$ cat src/rtl/step_timer.sv
// Free-running step counter: tick is high while count equals the runtime terminal value.
// Wraps to zero after the terminal count or on clear; no backpressure.
module step_timer #(
    parameter int CNT_W = 3
) (
    input  logic             clk,
    input  logic             rst_n,
    input  logic             clear,
    input  logic [CNT_W-1:0] terminal,
    output logic             tick
);

    logic [CNT_W-1:0] count;

    assign tick = (count == terminal);

    always_ff @(posedge clk) begin
        if (!rst_n) begin
            count <= '0;
        end else if (clear || tick) begin
            count <= '0;
        end else begin
            count <= count + 1'b1;
        end
    end

endmodule

$ cat config.mk
export PLATFORM = sky130hd
export DESIGN_NAME = step_timer
export DESIGN_NICKNAME = d
export VERILOG_FILES = /design/src/rtl/step_timer.sv
export SDC_FILE = /design/constraint.sdc
export NUM_CORES = 1
export LEC_CHECK = 0
export BUFFER_PORTS_ARGS = -buffer_cell sky130_fd_sc_hd__buf_2
export CAP_MARGIN = 15
export CORE_AREA = 8 8 45 47
export DETAILED_ROUTE_END_ITERATION = 6
export DIE_AREA = 0 0 53 55
export HOLD_SLACK_MARGIN = 0.15
export SETUP_SLACK_MARGIN = 0.2
export SYNTH_ARGS = -nofsm -noshare
export SYNTH_HDL_FRONTEND = slang
export SYNTH_SLANG_ARGS = --single-unit
$ cat constraint.sdc
create_clock -name clk -period 3.2 [get_ports clk]
set_clock_uncertainty 0.1 [all_clocks]
set_input_delay 0.16 -clock clk [delete_from_list [all_inputs] [get_ports clk]]
set_output_delay 0.16 -clock clk [all_outputs]
set_load 0.1 [all_outputs]
==> qor.csv, run 1 <==
stage;metric;value;unit
critical_path;crit_path_top_delay_cell;buf_2;
clock_network;cts_tree;yes;
die;die_area;0.00292;mm^2
clock_network;clock-sinks;3;
sta;max_slew_margin;67.8;%
hold_path;whs_path_depth;3;
routing;dr_total_vias;155;
critical_path;crit_path_end_kind;primary output;
synthesis;synthFlopType;dfxtp_1;
synthesis;syn-num-nets;21;
hold_path;min_to;count[1];
sta;slew_violations;0;
cells_and_area;antenna_cells;0;
routing;avgViaCountPerCell;3.60;
cells_and_area;seqCellArea;60.1;um^2
routing;wl;370;um
synthesis;synth-async-reset-ratio;0;%
cells_and_area;largest_reg_flops;3;
synthesis;synth.top_cells.by_count;xnor2_1, a311oi_1, dfxtp_1;
cells_and_area;final_util;18.6;%
flow_run;max_cap_viol_count;0;
cells_and_area;postLayoutCellArea;258;um^2
synthesis;yosys_warnings;0;
cells_and_area;biggestRegsByFlops;count x3;
synthesis;synth_edf_count;0;
synthesis;synth.most_common_cell;xnor2_1;
critical_path;cp_data_arrival_time;1.51;ns
synthesis;ys_types;7;
power;pwr_density_cell;495;mW/mm^2
global_routing;first_global_vias;175;
sta;finalCriticalPeriod;1.77;ns
power;ir_drop;0.0000843;V
global_routing;grt.total_usage;3.16;%
die;core;0.00138;mm^2
hold_path;hp-start;terminal[0];
synthesis;synthTopCellsByArea;dfxtp_1, xnor2_1, a311oi_1;
synthesis;avgSynthCellArea;10.8;um^2
clock_network;postCtsSetupBuffers;0;
global_routing;antenna_found_initial;0;
global_routing;grt_pass1_wl;607;um
critical_path;reg2regPathDepth;3;
cells_and_area;syn2layout_area_growth;70.2;%
place;placed_area;201;um^2
cells_and_area;fillerInstances;156;
die;ioPinCount;7;
place;numPortBuffers;6;
clock_network;clk_pin_slew;0.04;ns
critical_path;cp_top_family;buffers and inverters;
critical_path;crit_buf_inv;1;
critical_path;path_class;reg -> out;
die;num_rows;14;
sta;fin_crit_sh;55.2;%
synthesis;syn-instance-count;14;
cells_and_area;largest_register;count;
die;fp.dieH;55;um
sta;tns;0;ns
synthesis;netlist_area;151;um^2
routing;dr.pass1.iters;1;
synthesis;ys_ff_latch;3;
sta;rsz0062_at_grt;false;
sta;timing_hold_violations_final;0;
outcome;status;complete, no violations;
critical_path;crit_path_max_incr_delay;0.42;ns
critical_path;path_cells;xnor2_1 -> and3_2 -> buf_2;
die;start_util;10.9;%
sta;setup_viol;0;
global_routing;grt-ovfl-total;0;
clock_network;cts.repair.resized;0;
clock_network;cts_root_buf;clkbuf_4;
synthesis;synth_top_area_share;39.7;%
clock_network;ctsLongestPathBuffers;2;
routing;drc_errors;0;
routing;antenna_left;0;
clock_network;h-tree-depth;1;
global_routing;grt_max_degree;5;
routing;wl_per_cell;8.60;um
sta;tightest_slew;0.486;ns
die;fp.dieW;53;um
critical_path;r2r_start;count[0];
clock_network;numCtsBuffers;3;
synthesis;synth-seq-area-share;39.7;%
cells_and_area;final_nets;35;
synthesis;netlist.top_cell.by_area;dfxtp_1;
power;fin_total_pwr;0.128;mW
critical_path;critPathLaunchType;flip-flop;
clock_network;clock_latency;0.23;ns
place;gp_congestion;0.729;
hold_path;hold_class;in -> reg;
critical_path;reg2reg_to;count[2];
routing;drt_iter0_markers;0;
critical_path;worstPathRequired;2.94;ns
cells_and_area;multi_input_area;87.6;um^2
critical_path;cp_max_fo;4;
cells_and_area;drive_above_1_share;37.0;%
power;p_leak;0.102;nW
sta;fmax;566;MHz
critical_path;r2r_slack;2.11;ns
through the flow:
step                setup slack [ns]  hold slack, ns  instances
floorplan                       1.84           0.239         14
global placement                1.70           0.369         36
detailed placement              1.68           0.379         36
CTS                             1.42           0.236         43
global route                    1.36           0.260         43
finish                          1.43           0.244         43
cell families after synthesis:
logic type	count (synthesis)	synth area share [%]
xor+xnor	4	23.1
compound gates	3	17.4
simple gates	2	9.10
flops	3	39.7
fa+ha+maj	1	8.26
buf+inv	1	2.48
per-layer routing:
metal / up-vias / global-route usage, % / wire [um]
met1: 74 / 1.82 / 133
met4: 0 / 3.88 / 0
met2: 2 / 5.47 / 215
li1: 79 / - / -
met5: - / 0 / 0
met3: 0 / 2.41 / 21
power by group:
| part | switching [mW] | total [mW] | internal, mW |
|---|---|---|---|
| clock | 0.0186 | 0.0653 | 0.0467 |
| combinational | 0.0128 | 0.0220 | 0.00928 |
| sequential | 0.00123 | 0.0402 | 0.0390 |
| total | 0.0326 | 0.128 | 0.0950 |
worst max-delay path by stage:
stage / start / to / slack (ns) / depth (start not counted)
2_1_floorplan: count[0] / tick / 1.84 / 2
3_3_place_gp: count[0] / tick / 1.70 / 3
3_5_place_dp: count[0] / tick / 1.68 / 3
4_1_cts: count[0] / tick / 1.42 / 3
5_1_grt: count[0] / tick / 1.36 / 3
6_report: count[0] / tick / 1.43 / 3
cell usage in the layout, fill, tap and decap left out:
master         n
buf_2          6
xnor2_1        4
a311oi_1       3
clkbuf_4       3
dfxtp_1        3
dlygate4sd3_1  3
and3_2         1
nand2b_1       1
inv_1          1
ha_1           1
clkbuf_1       1
tightest hold or removal path: stages:
cell and delay [ns]:
buf_2 0.09, xnor2_1 0.17, a311oi_1 0.10
timing repair:
item	4_1_cts	5_1_grt
endpoints found under the setup margin	0	0
hold buffers	3	0
endpoints found under the hold margin	3	0
layout make-up:
class / count / area share [%]
multi-input cells: 10 / 34.0
well taps: 16 / 7.77
repair buffers: 9 / 23.3
inverters: 1 / 1.46
flip-flops and latches: 3 / 23.3
clock buffers: 4 / 10.2
Note: power is estimated with default switching activity, not from simulation.
==> inputs of run 2 (changes only) <==
==> constraint.sdc (replaced) <==
create_clock -name clk -period 1.7 [get_ports clk]
set_clock_uncertainty 0.1 [all_clocks]
set_input_delay 0.085 -clock clk [delete_from_list [all_inputs] [get_ports clk]]
set_output_delay 0.085 -clock clk [all_outputs]
set_load 0.1 [all_outputs]
==> qor.csv, run 2 (synthesized netlist as in run 1, its figures left out) <==
stage;metric;value;unit;change
critical_path;path_class;reg -> out;;
routing;wl_per_cell;9.76;um;+13%
global_routing;grt.total_usage;3.60;%;+0.44 points
hold_path;hold_class;in -> reg;;
power;switching_share;25.8;%;+0.23 points
clock_network;ctsLongestPathBuffers;2;;unchanged
power;pwr_density_cell;878;mW/mm^2;+77%
die;fp.dieH;55;um;unchanged
routing;drt_iter0_markers;0;;unchanged
die;core;0.00138;mm^2;unchanged
routing;antenna_left;0;;unchanged
flow_run;max_cap_viol_count;0;;unchanged
hold_path;min_to;count[2];;
hold_path;hp-start;terminal[0];;
critical_path;r2r_slack;0.61;ns;-1.50 ns
place;placed_area;216;um^2;+7.5%
sta;slew_violations;0;;unchanged
critical_path;cp_max_fo;4;;unchanged
sta;setup_viol;0;;unchanged
cells_and_area;postLayoutCellArea;285;um^2;+11%
cells_and_area;fin_cells;42;;-2.3%
critical_path;r2r_start;count[0];;
clock_network;clock_latency;0.23;ns;about the same
critical_path;reg2reg_to;count[2];;
cells_and_area;final_nets;34;;-2.9%
power;power_frac_clock;48.9;%;-2.3 points
outcome;status;complete, no violations;;
global_routing;first_global_vias;156;;-11%
die;ioPinCount;7;;unchanged
clock_network;clk_pin_slew;0.04;ns;about the same
critical_path;worstPathRequired;1.51;ns;-1.43 ns
power;p_sw;0.0647;mW;+98%
routing;dr_total_vias;144;;-7.1%
die;fp.dieW;53;um;unchanged
place;numPortBuffers;6;;unchanged
critical_path;crit_path_end_kind;primary output;;
cells_and_area;antenna_cells;0;;unchanged
global_routing;antenna_found_initial;0;;unchanged
clock_network;cts_tree;yes;;
global_routing;grt_pass1_wl;641;um;+5.6%
sta;tns;0;ns;unchanged
cells_and_area;drive_above_1_share;50.0;%;+13 points
cells_and_area;biggestRegsByFlops;count x3;;
sta;rsz0062_at_grt;false;;
sta;fin_crit_sh;83.9;%;
power;p_int;0.186;mW;+96%
cells_and_area;largest_reg_flops;3;;unchanged
global_routing;grt-ovfl-total;0;;unchanged
critical_path;reg2regPathDepth;3;;unchanged
routing;dr.pass1.iters;1;;unchanged
cells_and_area;final_util;20.6;%;+2.0 points
sta;setup_slack;0.274;ns;-1.16 ns
place;gp_congestion;0.726;;-0.34%
power;p_comb_share;20.6;%;+3.3 points
critical_path;critPathLaunchType;flip-flop;;
clock_network;h-tree-depth;1;;unchanged
clock_network;hold_buffers;2;;-1
routing;wl;410;um;+11%
sta;fmax;701;MHz;
die;start_util;10.9;%;unchanged
die;die_area;0.00292;mm^2;unchanged
sta;timing_hold_violations_final;0;;unchanged
sta;holdWs;0.122;ns;-0.122 ns
global_routing;grt_max_degree;5;;unchanged
clock_network;numCtsBuffers;3;;unchanged
place;placed_cells;36;;unchanged
cells_and_area;largest_register;count;;
cells_and_area;layout_commonest_cell;buf_2;;
clock_network;clock-sinks;3;;unchanged
hold_path;whs_path_depth;3;;unchanged
power;p_leak;0.118;nW;+15%
power;pwr-share-seq;30.6;%;-0.9 points
routing;drc_errors;0;;unchanged
cells_and_area;syn2layout_area_growth;88.4;%;
routing;avgViaCountPerCell;3.43;;-4.9%
critical_path;cp_data_arrival_time;1.24;ns;-0.27 ns
clock_network;cts_root_buf;clkbuf_4;;
place;place_ws;0.462;ns;-1.22 ns
sta;finalCriticalPeriod;1.43;ns;
sta;max_slew_margin;85.1;%;+17 points
power;fin_total_pwr;0.251;mW;+96%
power;ir_drop;0.000266;V;+220%
sta;tightest_slew;0.223;ns;-0.263 ns
cells_and_area;layout_common_cells;buf_2, xnor2_2, a311oi_1, clkbuf_4, dfxtp_1;;
die;num_rows;14;;unchanged
run 2: final cells by class:
cell class                 instances  area, um^2
timing repair buffer               8        65.1
inverter                           1        3.75
sequential                         3        60.1
tap                               16        20.0
fill                             158        1100
multi-input combinational         10         110
clock buffer                       4        26.3
run 2: how the worst max path moves through the flow:
stage,from,endpoint,slack (ns),depth (start not counted)
after global placement,count[0],tick,0.47,3
after detailed placement,count[0],tick,0.46,3
final,count[0],tick,0.27,3
after floorplan,count[0],tick,0.41,2
after CTS,count[2],tick,0.20,3
after global routing,count[0],tick,0.20,3
run 2: worst max-delay path, stage by stage, from the launching register on:
cell and delay, ns:
dfxtp_1 0.34, xnor2_2 0.25, and3_2 0.25, buf_12 0.17
run 2: repair_timing:
action,CTS,global route
hold endpoints to repair,3,2
setup endpoints to repair,0,1
gates resized for setup,0,3
buffers inserted,0,0
run 2: per-layer routing:
layer | track usage (%) | routed length (um)
met5 | 0 | 0
met4 | 5.17 | 0
met3 | 2.67 | 35
met2 | 5.08 | 234
met1 | 2.72 | 140
run 2: power by group through the flow:
stage / Clock (mW) / Sequential, mW / Combinational (mW)
floorplan: 0 / 0.0763 / 0.0265
global placement: 0 / 0.0767 / 0.0421
detailed placement: 0 / 0.0767 / 0.0427
CTS: 0.131 / 0.0756 / 0.0464
global route: 0.135 / 0.0769 / 0.0552
finish: 0.123 / 0.0766 / 0.0515
==> inputs of run 3 (changes only) <==
--- a/config.mk
+++ b/config.mk
@@ -5,6 +5,7 @@
 export SDC_FILE = /design/constraint.sdc
 export NUM_CORES = 1
 export LEC_CHECK = 0
+export ABC_AREA = 1
 export BUFFER_PORTS_ARGS = -buffer_cell sky130_fd_sc_hd__buf_2
 export CAP_MARGIN = 15
 export CORE_AREA = 8 8 45 47
==> constraint.sdc (replaced) <==
create_clock -name clk -period 1.3 [get_ports clk]
set_clock_uncertainty 0.1 [all_clocks]
set_input_delay 0.065 -clock clk [delete_from_list [all_inputs] [get_ports clk]]
set_output_delay 0.065 -clock clk [all_outputs]
set_load 0.1 [all_outputs]
==> qor.csv, run 3 <==
stage;metric;value;unit;change
routing;wl;422;um;+2.9%
sta;timing_hold_violations_final;0;;unchanged
place;numPortBuffers;6;;unchanged
global_routing;grt.total_usage;2.89;%;-0.71 points
clock_network;clock-sinks;3;;unchanged
synthesis;synthTopCellsByArea;dfxtp_1, inv_1, nand2_1;;
synthesis;synth.most_common_cell;inv_1;;
clock_network;ctsLongestPathBuffers;2;;unchanged
die;ioPinCount;7;;unchanged
clock_network;h-tree-depth;1;;unchanged
clock_network;numCtsBuffers;3;;unchanged
place;dpl.hpwl;274;um;
synthesis;synth.top_cells.by_count;inv_1, nand2_1, dfxtp_1, nor2_1, xnor2_1;;
synthesis;netlist.top_cell.by_area;dfxtp_1;;
cells_and_area;largest_register;count;;
clock_network;cts_tree;yes;;
synthesis;synth_edf_count;0;;unchanged
clock_network;clock_latency;0.23;ns;about the same
synthesis;synth-async-reset-ratio;0;%;unchanged
synthesis;yosys_warnings;0;;unchanged
die;fp.dieH;55;um;unchanged
hold_path;hold_class;reg -> reg;;
critical_path;cp_max_fo;4;;unchanged
sta;setup_slack;0.0383;ns;-0.236 ns
clock_network;clk_pin_slew;0.03;ns;about the same
cells_and_area;biggestRegsByFlops;count x3;;
synthesis;synth_compound_area_share;0;%;-17 points
cells_and_area;seqCellArea;63.8;um^2;+6.2%
routing;drt_iter0_markers;0;;unchanged
cells_and_area;final_util;24.0;%;+3.3 points
die;fp.dieW;53;um;unchanged
cells_and_area;fillerInstances;155;;-1.9%
hold_path;whs_path_depth;1;;-2
die;num_rows;14;;unchanged
place;gp_congestion;0.619;;-15%
die;die_area;0.00292;mm^2;unchanged
cells_and_area;largest_reg_flops;3;;unchanged
sta;fin_crit_sh;97.1;%;
power;p_leak;0.159;nW;+36%
flow_run;max_cap_viol_count;0;;unchanged
synthesis;netlist_area;173;um^2;+14%
critical_path;crit_path_end_kind;primary output;;
critical_path;reg2regPathDepth;8;;+5
routing;dr.pass1.iters;1;;unchanged
global_routing;grt-ovfl-total;0;;unchanged
global_routing;grt_pass1_wl;558;um;-13%
power;pwr_density_cell;984;mW/mm^2;+12%
sta;rsz0062_at_grt;true;;
cells_and_area;final_nets;48;;+41%
routing;dr_total_vias;182;;+26%
cells_and_area;drive_above_1_share;57.5;%;+7.5 points
cells_and_area;multi_input_area;104;um^2;-5.7%
synthesis;synthMuxAreaShare;0;%;unchanged
sta;fmax;793;MHz;
die;core;0.00138;mm^2;unchanged
global_routing;first_global_vias;177;;+13%
critical_path;crit_end;tick;;
routing;antenna_left;0;;unchanged
die;start_util;12.5;%;+1.5 points
synthesis;syn-num-nets;32;;+52%
critical_path;cp_data_arrival_time;1.10;ns;-0.14 ns
synthesis;synthFlopType;dfxtp_1;;
sta;setup_viol;0;;unchanged
synthesis;synth_top_family_by_area;simple AND/OR/NAND/NOR gates;;
synthesis;yosys.area_share.simple;32.6;%;+24 points
sta;slew_violations;0;;unchanged
cells_and_area;syn2layout_area_growth;92.0;%;
clock_network;cts_root_buf;clkbuf_4;;
synthesis;syn-instance-count;25;;+11
sta;tightest_slew;0.131;ns;-0.0916 ns
critical_path;r2r_start;count[0];;
critical_path;r2r_slack;0.15;ns;-0.46 ns
critical_path;reg2reg_to;count[2];;
sta;holdWs;0.343;ns;+0.221 ns
outcome;status;complete, no violations;;
synthesis;synth-seq-area-share;34.8;%;-4.9 points
sta;finalCriticalPeriod;1.26;ns;
synthesis;synth_fa_ha_area_share;7.25;%;-1.0 points
synthesis;ys_types;9;;+2
critical_path;critPathLaunchType;flip-flop;;
routing;wl_per_cell;7.54;um;-23%
global_routing;grt_max_degree;5;;unchanged
global_routing;antenna_found_initial;0;;unchanged
routing;drc_errors;0;;unchanged
routing;avgViaCountPerCell;3.25;;-5.2%
place;place_ws;0.285;ns;-0.177 ns
synthesis;avgSynthCellArea;6.91;um^2;-36%
cells_and_area;layout_common_cells;inv_1, buf_2, nand2_1;;
critical_path;path_class;reg -> out;;
critical_path;worstPathRequired;1.13;ns;-0.38 ns
critical_path;critPathLaunch;count[0];;
synthesis;synth_top_area_share;34.8;%;-4.9 points
synthesis;synth_xor_area_share;10.1;%;-13 points
synthesis;ys_ff_latch;3;;unchanged
power;ir_drop;0.000331;V;+24%
cells_and_area;antenna_cells;0;;unchanged
sta;max_slew_margin;91.2;%;+6.2 points
run 3: repair_timing:
| action | 4_1_cts | 5_1_grt |
|---|---|---|
| hold buffers | 2 | 0 |
| setup endpoints to repair | 1 | 4 |
| gates cloned | 0 | 0 |
| hold endpoints to repair | 3 | 0 |
| gates resized for setup | 2 | 4 |
| pin swaps | 2 | 4 |
| setup buffers | 1 | 2 |
run 3: critical path, cell delays in order, from the launching register on:
cell	delay, ns
dfxtp_2	0.35
inv_2	0.04
nand2_2	0.06
nand2_2	0.05
nand3_2	0.09
clkinvlp_4	0.11
buf_12	0.17
run 3: worst min path at each step:
stage                            from       end  slack [ns]
final                        count[0]  count[0]        0.34
after global placement          clear  count[2]        0.25
after detailed placement        clear  count[0]        0.25
after CTS                 terminal[1]  count[0]        0.26
after global routing         count[0]  count[0]        0.36
after floorplan                 clear  count[0]        0.13
run 3: through the flow:
step / TNS, ns / cell area (um^2) / power [mW] / instances
finish: 0 / 332 / 0.326 / 56
global route: -0.0261 / 332 / 0.357 / 56
CTS: 0 / 307 / 0.329 / 54
detailed placement: 0 / 244 / 0.153 / 47
global placement: 0 / 244 / 0.152 / 47
floorplan: 0 / 179 / 0.134 / 25
run 3: kinds of logic after synthesis:
group	count (synthesis)
fa+ha+maj	1
flops	3
buf+inv	7
xor+xnor	2
simple gates	12
run 3: power breakdown:
| group | leakage (nW) | switching, mW | total [mW] | internal (mW) |
|---|---|---|---|---|
| registers | 0.0258 | 0.00359 | 0.100 | 0.0966 |
| logic | 0.119 | 0.0357 | 0.0688 | 0.0331 |
| clock network | 0.0150 | 0.0425 | 0.157 | 0.115 |
run 3: cell type report:
| cell class | count | share of cell area (%) |
|---|---|---|
| multi-input combinational | 15 | 31.3 |
| timing repair buffer | 11 | 26.4 |
| sequential | 3 | 19.2 |
| inverter | 7 | 9.06 |
| clock buffer | 4 | 7.92 |
| tap | 16 | 6.04 |
run 3: metal layers:
metal | routed length [um] | track usage, % | part of all wire [%]
met1 | 128 | 1.97 | 30
met2 | 259 | 4.69 | 61
met3 | 34 | 1.87 | 8.1
met4 | 0 | 3.88 | 0
met5 | 0 | 0 | 0
